==> config.mk <==
export PLATFORM = sky130hd
export DESIGN_NAME = periph_bus_ctrl
export DESIGN_NICKNAME = d
export VERILOG_FILES = /design/src/rtl/periph_bus_ctrl.sv
export SDC_FILE = /design/constraint.sdc
export NUM_CORES = 1
export LEC_CHECK = 0
export ABC_AREA = 1
export CORE_AREA = 2 2 149 151
export CTS_CLUSTER_DIAMETER = 30
export DETAILED_ROUTE_END_ITERATION = 6
export DIE_AREA = 0 0 151 153
export PLACE_DENSITY = 0.82
export SLEW_MARGIN = 10
export SYNTH_ARGS = -nofsm -noshare
export SYNTH_HDL_FRONTEND = slang
export SYNTH_SLANG_ARGS = --single-unit
==> constraint.sdc <==
create_clock -name clk -period 6.03 [get_ports clk]
set_clock_uncertainty 0.05 [all_clocks]
set_input_delay 0.603 -clock clk [delete_from_list [all_inputs] [get_ports clk]]
set_output_delay 0.603 -clock clk [all_outputs]
set_load 0.005 [all_outputs]
==> src/rtl/periph_bus_ctrl.sv <==
// periph_bus_ctrl: page decoder, chip-select generator and read mux between the
// FemtoRV32 memory port and NSLV peripheral slots. Adds per-slave wait states,
// a timeout watchdog, unmapped-access detection and a clearable error status
// register mapped at STAT_PAGE.
//
// Handshake: a CPU strobe (cpu_rstrb or |cpu_wmask) is accepted in IDLE, or in
// WAIT on the completion cycle (busy low). On acceptance slv_rd/slv_wr pulse for
// exactly one cycle. While busy is high the CPU holds its request, and any strobe
// it presents is ignored. The completion cycle is the first WAIT cycle with busy
// low; read data is valid on that cycle.
module periph_bus_ctrl #(
    parameter int          NSLV      = 8,
    parameter logic [15:0] BASE_PAGE = 16'h0040,
    parameter logic [15:0] STAT_PAGE = 16'h00FF,
    parameter int          TIMEOUT   = 255,
    parameter logic [31:0] ERR_DATA  = 32'hDEAD_BEEF
) (
    input  logic                 clk,
    input  logic                 resetn,
    input  logic [31:0]          cpu_addr,
    input  logic [31:0]          cpu_wdata,
    input  logic [3:0]           cpu_wmask,
    input  logic                 cpu_rstrb,
    output logic [31:0]          cpu_rdata,
    output logic                 cpu_rbusy,
    output logic                 cpu_wbusy,
    output logic [NSLV-1:0]      slv_cs,
    output logic                 slv_rd,
    output logic                 slv_wr,
    input  logic [32*NSLV-1:0]   slv_rdata,
    input  logic [NSLV-1:0]      slv_ready,
    output logic                 err_irq,
    output logic [1:0]           dbg_state
);

    localparam int          SW     = $clog2(NSLV);
    localparam logic [15:0] TO_VAL = 16'(TIMEOUT);

    typedef enum logic [1:0] {
        IDLE = 2'd0,
        WAIT = 2'd1
    } state_t;

    typedef enum logic [1:0] {
        TGT_SLV  = 2'd0,
        TGT_STAT = 2'd1,
        TGT_UNM  = 2'd2
    } tgt_t;

    state_t        r_state;
    state_t        w_next;
    tgt_t          r_tgt_q;
    tgt_t          w_tgt;
    logic [SW-1:0] r_sel_q;
    logic [SW-1:0] w_slot;
    logic          r_wr_q;
    logic [7:0]    r_page_q;
    logic [15:0]   r_wait_cnt;
    logic          r_err_flag;
    logic [15:0]   r_err_count;
    logic [7:0]    r_last_page;
    logic [31:0]   r_rdata_q;

    logic [15:0]   w_page;
    logic [15:0]   w_off;
    logic          w_strobe;
    logic          w_is_wr;
    logic          w_timeout;
    logic          w_busy;
    logic          w_done;
    logic          w_accept;
    logic          w_err_new;
    logic [7:0]    w_err_page;
    logic          w_clr;
    logic [31:0]   w_rdata;
    logic [31:0]   w_status;

    assign w_page   = cpu_addr[31:16];
    assign w_off    = w_page - BASE_PAGE;
    assign w_strobe = cpu_rstrb | (|cpu_wmask);
    assign w_is_wr  = |cpu_wmask;

    // Page decode of the live CPU address into target kind and slot index
    always_comb begin
        w_tgt  = TGT_UNM;
        w_slot = '0;
        if (w_page == 16'h0000) begin
            w_tgt  = TGT_SLV;
            w_slot = '0;
        end else if (w_page == STAT_PAGE) begin
            w_tgt = TGT_STAT;
        end else if ((w_page >= BASE_PAGE) && (w_off <= 16'(NSLV - 2))) begin
            w_tgt  = TGT_SLV;
            w_slot = w_off[SW-1:0] + SW'(1);
        end
    end

    // Watchdog fires once the busy counter has reached TIMEOUT; that cycle completes
    assign w_timeout = (r_state == WAIT) && (r_wait_cnt == TO_VAL);
    assign w_busy    = (r_state == WAIT) && (r_tgt_q == TGT_SLV) &&
                       !slv_ready[r_sel_q] && !w_timeout;
    assign w_done    = (r_state == WAIT) && !w_busy;
    assign w_accept  = w_strobe && ((r_state == IDLE) || w_done);

    assign cpu_rbusy = w_busy && !r_wr_q;
    assign cpu_wbusy = w_busy && r_wr_q;
    assign slv_rd    = w_accept && cpu_rstrb;
    assign slv_wr    = w_accept && w_is_wr;
    assign err_irq   = r_err_flag;
    assign dbg_state = r_state;

    // Error sources: unmapped access at accept, or watchdog expiry at completion.
    // Unmapped page takes precedence for last_err_page if both land together.
    assign w_err_new  = (w_accept && (w_tgt == TGT_UNM)) || w_timeout;
    assign w_err_page = (w_accept && (w_tgt == TGT_UNM)) ? w_page[7:0] : r_page_q;
    assign w_clr      = w_accept && w_is_wr && (w_tgt == TGT_STAT);

    assign w_status = {r_err_count, 7'b0, r_err_flag, r_last_page};

    // Next-state logic: accept wins over completion so back-to-back stays in WAIT
    always_comb begin
        w_next = r_state;
        if (w_accept) begin
            w_next = WAIT;
        end else if (w_done) begin
            w_next = IDLE;
        end
    end

    // Chip selects: live decode on accept, latched slot in WAIT, RAM slot when idle
    always_comb begin
        slv_cs = '0;
        if (w_accept) begin
            if (w_tgt == TGT_SLV) begin
                slv_cs[w_slot] = 1'b1;
            end
        end else if (r_state == WAIT) begin
            if (r_tgt_q == TGT_SLV) begin
                slv_cs[r_sel_q] = 1'b1;
            end
        end else begin
            slv_cs[0] = 1'b1;
        end
    end

    // Read mux: live data in WAIT, last completed data held while idle
    always_comb begin
        w_rdata = r_rdata_q;
        if (r_state == WAIT) begin
            if (w_timeout || (r_tgt_q == TGT_UNM)) begin
                w_rdata = ERR_DATA;
            end else if (r_tgt_q == TGT_STAT) begin
                w_rdata = w_status;
            end else begin
                w_rdata = slv_rdata[int'(r_sel_q)*32 +: 32];
            end
        end
    end
    assign cpu_rdata = w_rdata;

    // State register
    always_ff @(posedge clk or negedge resetn) begin
        if (!resetn) begin
            r_state <= IDLE;
        end else begin
            r_state <= w_next;
        end
    end

    // Transaction capture, wait counter and completion data
    always_ff @(posedge clk or negedge resetn) begin
        if (!resetn) begin
            r_tgt_q    <= TGT_SLV;
            r_sel_q    <= '0;
            r_wr_q     <= 1'b0;
            r_page_q   <= 8'h00;
            r_wait_cnt <= 16'h0000;
            r_rdata_q  <= 32'h0000_0000;
        end else begin
            if (w_done) begin
                r_rdata_q <= w_rdata;
            end
            if (w_accept) begin
                r_tgt_q    <= w_tgt;
                r_sel_q    <= w_slot;
                r_wr_q     <= w_is_wr;
                r_page_q   <= w_page[7:0];
                r_wait_cnt <= 16'h0000;
            end else if (w_busy) begin
                r_wait_cnt <= r_wait_cnt + 16'd1;
            end
        end
    end

    // Error status: a status write clears everything including the last page,
    // but an error arriving in the same cycle restarts the log at one
    always_ff @(posedge clk or negedge resetn) begin
        if (!resetn) begin
            r_err_flag  <= 1'b0;
            r_err_count <= 16'h0000;
            r_last_page <= 8'h00;
        end else if (w_clr) begin
            r_err_flag  <= w_err_new;
            r_err_count <= w_err_new ? 16'h0001 : 16'h0000;
            r_last_page <= w_err_new ? w_err_page : 8'h00;
        end else if (w_err_new) begin
            r_err_flag  <= 1'b1;
            r_last_page <= w_err_page;
            if (r_err_count != 16'hFFFF) begin
                r_err_count <= r_err_count + 16'd1;
            end
        end
    end

    // Write data goes straight to the slaves; it is not used internally
    logic w_unused;
    assign w_unused = ^cpu_wdata;

endmodule

# After elaboration in Yosys (flattened, before gate mapping)
# Index checks and enable logic that the tools add are counted.
# Widths: inputs -> output; s select.
[totals] input_bits=335 output_inout_bits=47 reg_bits=89 latch_bits=0 word_cells=96 mem_count=0 mem_bits_ro=0 mem_bits_rw=0
[classes] n_addsub=4 n_mul=0 mux=34 reduce_logical=32 bitwise=1 div=0 n_lt_le_gt_ge=6 n_eq_ne=8 shifts=1
[ops] cell="$shiftx 256x9->32" n=1
[ops] cell="$mux 32" n=3
[ops] cell="$mux 16" n=5
[ops] cell="$mux 8" n=7
[ops] cell="$add 16x1->16 const B" n=2
[ops] cell="$eq 16x8->1 const B" n=2
[ops] cell="$ge 16x7->1 const B" n=1
[ops] cell="$le 16x3->1 const B" n=1
[ops] cell="$logic_not 16->1" n=1
[ops] cell="$ne 16x16->1 const B" n=1
[ops] cell="$sub 16x7->16 const B" n=1
[ops] cell="$logic_and 1x1->1" n=15
[ops] cell="$mux 2" n=5
[ops] cell="$mux 3" n=3
[ops] cell="$lt 3x4->1 const B" n=2
[ops] cell="$reduce_bool 2->1" n=4
[ops] cell="$mux 1" n=7
[ops] cell="$mux 7" n=1
[ops] cell="$demux 1 s3" n=2
[ops] cell="$eq 2x1->1 const B" n=3
[ops] cell="$ge 3x1->1 const B" n=2
[ops] cell="$logic_not 2->1" n=3
[ops] cell="$eq 2x2->1 const B" n=2
[ops] cell="$logic_not 1->1" n=4
[ops] cell="other kinds (6)" n=8

# Longest topological paths before layout
# Gate-level depths: netlist of the first run.
[logic_depth] ltp_word=13 depth_mapped=14 mapped_depth_nobuf=13

# Least setup slack after synthesis of the first run
# Ideal clock, no wire load.
[synth_path] path_type="reg2out" start="register r_wait_cnt[0]" end="output port slv_cs[3]" path_stages_with_launch=11 required_ns=5.377 path_slack_ns=3.598 n_path_buf=1 arrival_time_ns=1.779 cell_sequence="dfrtp_1 > ha_1 > nand3_1 > nor3_1 > nand2_2 > nand3_4 > buf_6 > nand2_4 > nor2_1 > nand3_1 > o21ai_0"
[synth_between] elab_chain_len=9
[synth_rtl] item="from (decl)" line="58" rtl="logic [15:0] r_wait_cnt;"
[synth_rtl] item="from (signal assigned)" line="190" rtl="r_wait_cnt <= r_wait_cnt + 16'd1;"
[synth_rtl] item="$eq 16x8->1" line="99" rtl="assign w_timeout = (r_state == WAIT) && (r_wait_cnt == TO_VAL);"
[synth_rtl] item="$logic_and 1x1->1" line="99"
[synth_rtl] item="$logic_not 1->1" line="101" rtl="!slv_ready[r_sel_q] && !w_timeout;"
[synth_rtl] item="$logic_and 1x1->1" line="101"
[synth_rtl] item="$logic_not 1->1" line="102" rtl="assign w_done = (r_state == WAIT) && !w_busy;"
[synth_rtl] item="$logic_and 1x1->1" line="102"
[synth_rtl] item="$logic_or 1x1->1" line="103" rtl="assign w_accept = w_strobe && ((r_state == IDLE) || w_done);"
[synth_rtl] item="$logic_and 1x1->1" line="103"
[synth_rtl] item="$mux 8" line="133" rtl="if (w_accept) begin"
[synth_rtl] item="to (decl)" line="27" rtl="output logic [NSLV-1:0] slv_cs,"
# Every way passes these cells.

# Final worst setup path of the first run
[layout_path] start="register r_state[0] (netlist: dbg_state[0])" end="output port slv_cs[2]"
[layout_between] elab_chain_len=9 elab_cells_between_ends=13 classes_between="1 x eq/ne; 2 x mux; 10 x reduce/logical"
[layout_rtl] item="from (decl)" line="50" rtl="state_t r_state;"
[layout_rtl] item="from (signal assigned)" line="166" rtl="r_state <= w_next;"
[layout_rtl] item="$eq 2x1->1"
[layout_rtl] item="$logic_and 1x1->1, on equally long branches" line="100, 99"
[layout_rtl] item="$logic_and 1x1->1 / $logic_not 1->1 (equally long branches)" line="100, 101"
[layout_rtl] item="$logic_and 1x1->1" line="101"
[layout_rtl] item="$logic_not 1->1" line="102"
[layout_rtl] item="$logic_and 1x1->1" line="102"
[layout_rtl] item="$logic_or 1x1->1" line="103"
[layout_rtl] item="$logic_and 1x1->1" line="103"
[layout_rtl] item="$mux 8 *" line="133"
# Every way passes the cells marked *; elsewhere a longest branch is shown, timed or not.

==> out/results.ini, run 1 <==
[run_status]
outcome=finished, final reports clean

[critical_path]
crit_family=simple AND/OR/NAND/NOR gates
cp_num_buf_inv=3
crit_slowest_cell=dfrtp_2
critPathMaxStageDelay_ns=0.89
path_cells=inv_2 -> nor2_1 -> nand3_1 -> nor2_1 -> nand2_2 -> nand3_4 -> nand2_4 -> inv_2 -> nand3_1 -> o21ai_0 -> clkdlybuf4s50_1
end_kind=output port
path_class=flop to output port
cp.required_ns=5.38
arrival_ns=3.98
start_kind=flop
cp_max_fo=46

[grt]
grt_pass1_vias=8805
grt_max_degree=102
antenna_found_initial=17
grt_pass1_wl_um=48800
grt_overflow_total=0
grtUsageTotal=0.273

[placed_design]
io_buffers=332
post-dp-hpwl_um=25300
place_congestion=0.961
placed_cell_area_um2=10800

[synthesis]
ys.flop_type=dfrtp_1
synth_compound_area_frac=0.237
postSynthCellCount=1183
synth_async_sr_flop_share=1.00
synth_nets=1523
synth-simple-area-share=0.330
synth_edf_count=0
synth_warnings=0
synth_xor_area_frac=0.0272
synth_top_family_by_area=simple AND/OR/NAND/NOR gates
yosysTopAreaCellShare=0.298
synthMuxAreaShare=0
netlist_area_um2=7400
yosys-top-cells-area=dfrtp_1 30%, nor2_1 13%, o21ai_0 12%
synthAdderAreaFrac=0.00845
synth_top_area_cell=dfrtp_1
ys_types=40
ys_seq_elements=88
yosysSeqAreaShare=0.298
syn_avg_cell_area_um2=6.25

[die]
chipWidth_um=151
start_util=0.344
die_area_um2=23100
die_height_um=153
num_rows=54
io_pins=382
core_area_um2=21500

[cells_and_area]
regArea_um2=2210
finalNetCount=1802
final_area_um2=11200
multiInputGateArea_um2=4470
fillers=2095
area_growth_pct=51.2
drive_gt1_frac=0.0368

[drt]
wl_met1_um=13200
drc=0
routed_via_density=5.31
drt-initial-drc-count=809
topRoutingLayerUsed=met5
drt_pass1_iterations=5
dr_wl_met2_um=13900
ant_nets=0
wl_um=32200
wl_met3_um=4140
wire_per_inst_um=18.3
vias=9332

[sta]
fin_crit_ns=4.63
finalSetupTns_ns=0
grt_setup_unrepaired=no
setup_viol=0
slew_headroom=0.261
clock.fmax_mhz=216
hold_slack_ns=0.155
final_max_slew_viol_count=0
hold_viol_final=0
finalCritPeriodShare=0.768
tightest_slew_ns=1.11

[clock_network]
clk_pin_slew_worst_paths_ns=0.06
cts_resized=0
cts_sinks=88
cts_setup_buffers=0
cts_made_buffers=9
clk_latency_ns=0.35
clock_tree.buffer_depth=2
tritoncts=yes
hold_buffers=0
cts.htree.levels=3
cts_root_buf=clkbuf_16

[power]
power_density_nw_per_um2=159
power_leakage_nw=4.67
vdd_drop_max_uv=143
power_mw=1.77

[hold_path]
hold_path.class=primary input to async pin

[flow_run]
cap_viol_max_count=0

## cell usage after synthesis, drive strengths merged, types with 7 or more instances
master / count
nor2: 252
inv: 95
buf: 35
o21ai: 186
a21oi: 29
nand4: 11
nor3: 22
xor2: 22
dfrtp: 88
o22ai: 44
a31oi: 40
clkbuf: 40
nand3: 88
nand2: 201
o2111ai: 7
## cells by family after synthesis
kind of cell | Yosys count
AOI/OAI and AO/OA | 317
xor gates and xnor gates | 23
adders and majority gates | 5
buffers and inverters | 171
DFF | 88
other | 1
and+or+nand+nor | 578
## worst paths after layout
| check | from | end | slack, ns | cells after the start |
|---|---|---|---|---|
| hold reg to reg | r_page_q[6] | r_page_q[6] | 0.44 | 2 |
| setup reg to reg | dbg_state[0] | r_err_count[8] | 2.55 | 11 |
| max in group asynchronous | resetn | r_sel_q[0] | 4.61 | 2 |
| setup / recovery | dbg_state[0] | slv_cs[2] | 1.40 | 11 |
| min in group clk | r_page_q[6] | r_page_q[6] | 0.44 | 2 |
| hold / removal | resetn | r_wait_cnt[5] | 0.15 | 1 |
## registers in the layout, summed over array words and instances, names as in the netlist
name         cells
r_rdata_q       32
r_err_count     16
r_wait_cnt      16
r_last_page      8
r_page_q         8
r_sel_q          3
r_tgt_q          2
dbg_state        1
err_irq          1
r_wr_q           1
## through the flow
| step | std cells | utilization | worst slack [ns] |
|---|---|---|---|
| floorplan | 1183 | - | 3.60 |
| global placement | 1731 | 0.503 | 1.80 |
| detailed placement | 1731 | 0.503 | 1.76 |
| CTS | 1747 | 0.520 | 1.36 |
| global route | 1752 | 0.520 | 1.12 |
| finish | 1758 | 0.521 | 1.40 |
## metal layers
layer / global-route usage / vias up
met1: 0.354 / 4283
met5: 0 / -
met2: 0.416 / 426
met3: 0.110 / 59
li1: - / 4554
met4: 0.0850 / 10
## worst register-to-register path, cell delays in order, from the launching register on
cell	delay (ns)
dfrtp_2	0.89
inv_2	0.33
nor2_1	0.16
nand3_1	0.08
nor2_1	0.12
nand2_2	0.19
nand3_4	0.30
nand3_4	0.31
nand3_2	0.43
nand2_2	0.31
nand2_1	0.14
nand2_1	0.06
## area by class of cell
type                    count  share of cell area
multi-input cells         924               0.400
flip-flops and latches     88               0.197
repair buffers            343               0.304
clock inverters             4             0.00883
diodes                     11             0.00246
clock buffers              12              0.0238
well taps                 280              0.0313
inverters                  96              0.0323
## layout by cell type, fill, tap and decap left out, types with 29 or more instances in the layout
cell type,netlist,layout
a21oi_1,29,29
a31oi_1,40,40
clkdlybuf4s50_1,0,331
dfrtp_1,88,86
inv_1,90,90
nand2_1,197,197
nand3_1,83,83
nor2_1,248,245
o21ai_0,172,172
o22ai_1,44,44
## report_power, final
group / internal, mW / switching (mW)
combinational: 0.249 / 0.168
sequential: 0.629 / 0.0547
clock: 0.440 / 0.234
total: 1.32 / 0.457
(Power assumes the default switching activity.)
==> run 2: changes to the inputs <==
--- a/config.mk
+++ b/config.mk
@@ -10,7 +10,7 @@
 export CTS_CLUSTER_DIAMETER = 30
 export DETAILED_ROUTE_END_ITERATION = 6
 export DIE_AREA = 0 0 151 153
-export PLACE_DENSITY = 0.82
+export PLACE_DENSITY = 0.85
 export SLEW_MARGIN = 10
 export SYNTH_ARGS = -nofsm -noshare
 export SYNTH_HDL_FRONTEND = slang
==> constraint.sdc (replaced) <==
create_clock -name clk -period 4.1 [get_ports clk]
set_clock_uncertainty 0.05 [all_clocks]
set_input_delay 0.41 -clock clk [delete_from_list [all_inputs] [get_ports clk]]
set_output_delay 0.41 -clock clk [all_outputs]
set_load 0.005 [all_outputs]
==> run 2 against run 1 <==
Net effect: final area barely moved; wire length grew 0.24%; cell count grew 0.34%; critical path type unchanged; critical endpoint is now slv_cs[4]; largest cell class unchanged; largest power group unchanged.
==> out/results.ini, run 2 (synthesis gave the netlist of run 1 again) <==
[critical_path]
r2r_end=r_err_count[2]
path_cells=ha_1 -> nand3_1 -> nor3_1 -> nand2_2 -> nand3_4 -> nand2_4 -> clkinv_2 -> o21ai_0 -> clkdlybuf4s50_1
crit_family=simple AND/OR/NAND/NOR gates
path_class=flop to output port
crit_start=r_wait_cnt[0]
reg2reg_slack_ns=1.14
end_kind=output port
arrival_ns=3.45
crit_slowest_cell=clkdlybuf4s50_1
critPathMaxStageDelay_ns=0.57
reg2reg_depth=10
cp_num_buf_inv=2
start_kind=flop
cp_num_cells=9
cp_max_fo=37
crit_path_end=slv_cs[4]
r2r_start=r_wait_cnt[0]
cp.required_ns=3.64

[sta]
finalSetupTns_ns=0
setup_viol=0
final_max_slew_viol_count=0
fin_crit_ns=3.91
clock.fmax_mhz=256
setup_ws_ns=0.189
grt_setup_unrepaired=no
finalCritPeriodShare=0.954
hold_viol_final=0
slew_headroom=0.454
tightest_slew_ns=0.818

[placed_design]
pre_cts_ws_ns=0.649
place_congestion=1.03
io_buffers=332
post-dp-hpwl_um=24900
placed_cell_area_um2=10800

[run_status]
outcome=finished, final reports clean

[grt]
antenna_found_initial=19
grt_pass1_wl_um=48000
grtUsageTotal=0.269
grt_overflow_total=0
grt_pass1_vias=8787
grt_max_degree=114

[clock_network]
clk_latency_ns=0.35
cts_setup_buffers=0
tritoncts=yes
hold_buffers=0
cts_sinks=88
cts_made_buffers=9
cts.htree.levels=3
clk_pin_slew_worst_paths_ns=0.07
cts_resized=0
clock_tree.buffer_depth=2
cts_root_buf=clkbuf_16

[cells_and_area]
fin_util=0.521
finalNetCount=1802
mostFrequentLayoutCell=clkdlybuf4s50_1
area_growth_pct=51.3
final_area_um2=11200
final_cell_mix=331 x clkdlybuf4s50_1, 245 x nor2_1, 197 x nand2_1, 172 x o21ai_0, 90 x inv_1
largestRegisters=r_rdata_q: 32 flops, r_err_count: 16 flops, r_wait_cnt: 16 flops
drive_gt1_frac=0.0354
largest_reg_flops=32
largest_register=r_rdata_q

[drt]
wire_per_inst_um=18.3
drc=0
vias=9451
routed_via_density=5.36
drt_pass1_iterations=5
wl_um=32300
ant_nets=0
drt-initial-drc-count=718

[hold_path]
hold_path.class=primary input to async pin

[die]
die_height_um=153
num_rows=54
core_area_um2=21500
die_area_um2=23100
chipWidth_um=151
start_util=0.344
io_pins=382

[power]
power_leakage_nw=4.66
power_density_nw_per_um2=225
vdd_drop_max_uv=226

[flow_run]
cap_viol_max_count=0

## run 2: cell count changes in the layout (fill, tap and decap cells not counted), moves of 2 or more
| cell | delta |
|---|---|
| clkbuf_8 | -3 |
| buf_12 | +3 |
| diode_2 | +6 |
| inv_6 | +2 |
| clkinv_2 | +2 |
| buf_4 | -3 |
## run 2: layer usage
layer,wire (µm),part of all wire,global-route usage
met5,70,0.0022,0
met4,950,0.029,0.0939
met3,4470,0.14,0.112
met2,14100,0.44,0.417
met1,12700,0.39,0.335
## run 2: worst min path at each step
stage / start / end / depth (start not counted)
final: resetn / r_wait_cnt[2] / 1
after global routing: resetn / r_wait_cnt[2] / 1
after CTS: resetn / r_wait_cnt[2] / 1
after detailed placement: r_page_q[6] / r_page_q[6] / 2
after global placement: r_page_q[5] / r_page_q[5] / 2
after floorplan: resetn / dbg_state[0] / 0
## run 2: power by group
part	switching [mW]	internal, mW	leakage [nW]
Sequential	0.0751	0.926	1.04
Clock	0.365	0.539	0.158
Combinational	0.249	0.365	3.46
Total	0.690	1.83	4.66
## run 2: layout make-up
| cell class | instances | area, µm² |
|---|---|---|
| Timing Repair Buffer | 343 | 3440 |
| Tap cell | 280 | 350 |
| Inverter | 96 | 363 |
| Multi-Input combinational cell | 924 | 4470 |
| Antenna cell | 17 | 42.5 |
| Clock buffer | 10 | 229 |
| Sequential cell | 88 | 2210 |
| Fill cell | 2058 | 10300 |
| Clock inverter | 6 | 91.3 |
## run 2: through the flow
step                      hold WS (ns)  power [mW]  cells
final                           0.0869        2.52   1764
after global routing             0.144        2.64   1754
after CTS                        0.122        2.53   1747
after detailed placement         0.417        1.62   1731
after global placement           0.413        1.61   1731
after floorplan                 0.0644        1.24   1183
==> run 3: changes to the inputs <==
--- a/config.mk
+++ b/config.mk
@@ -7,7 +7,6 @@
 export LEC_CHECK = 0
 export ABC_AREA = 1
 export CORE_AREA = 2 2 149 151
-export CTS_CLUSTER_DIAMETER = 30
 export DETAILED_ROUTE_END_ITERATION = 6
 export DIE_AREA = 0 0 151 153
 export PLACE_DENSITY = 0.85
==> results of run 3 <==
No change in the layout: final DEF, timing and power equal those of run 2.
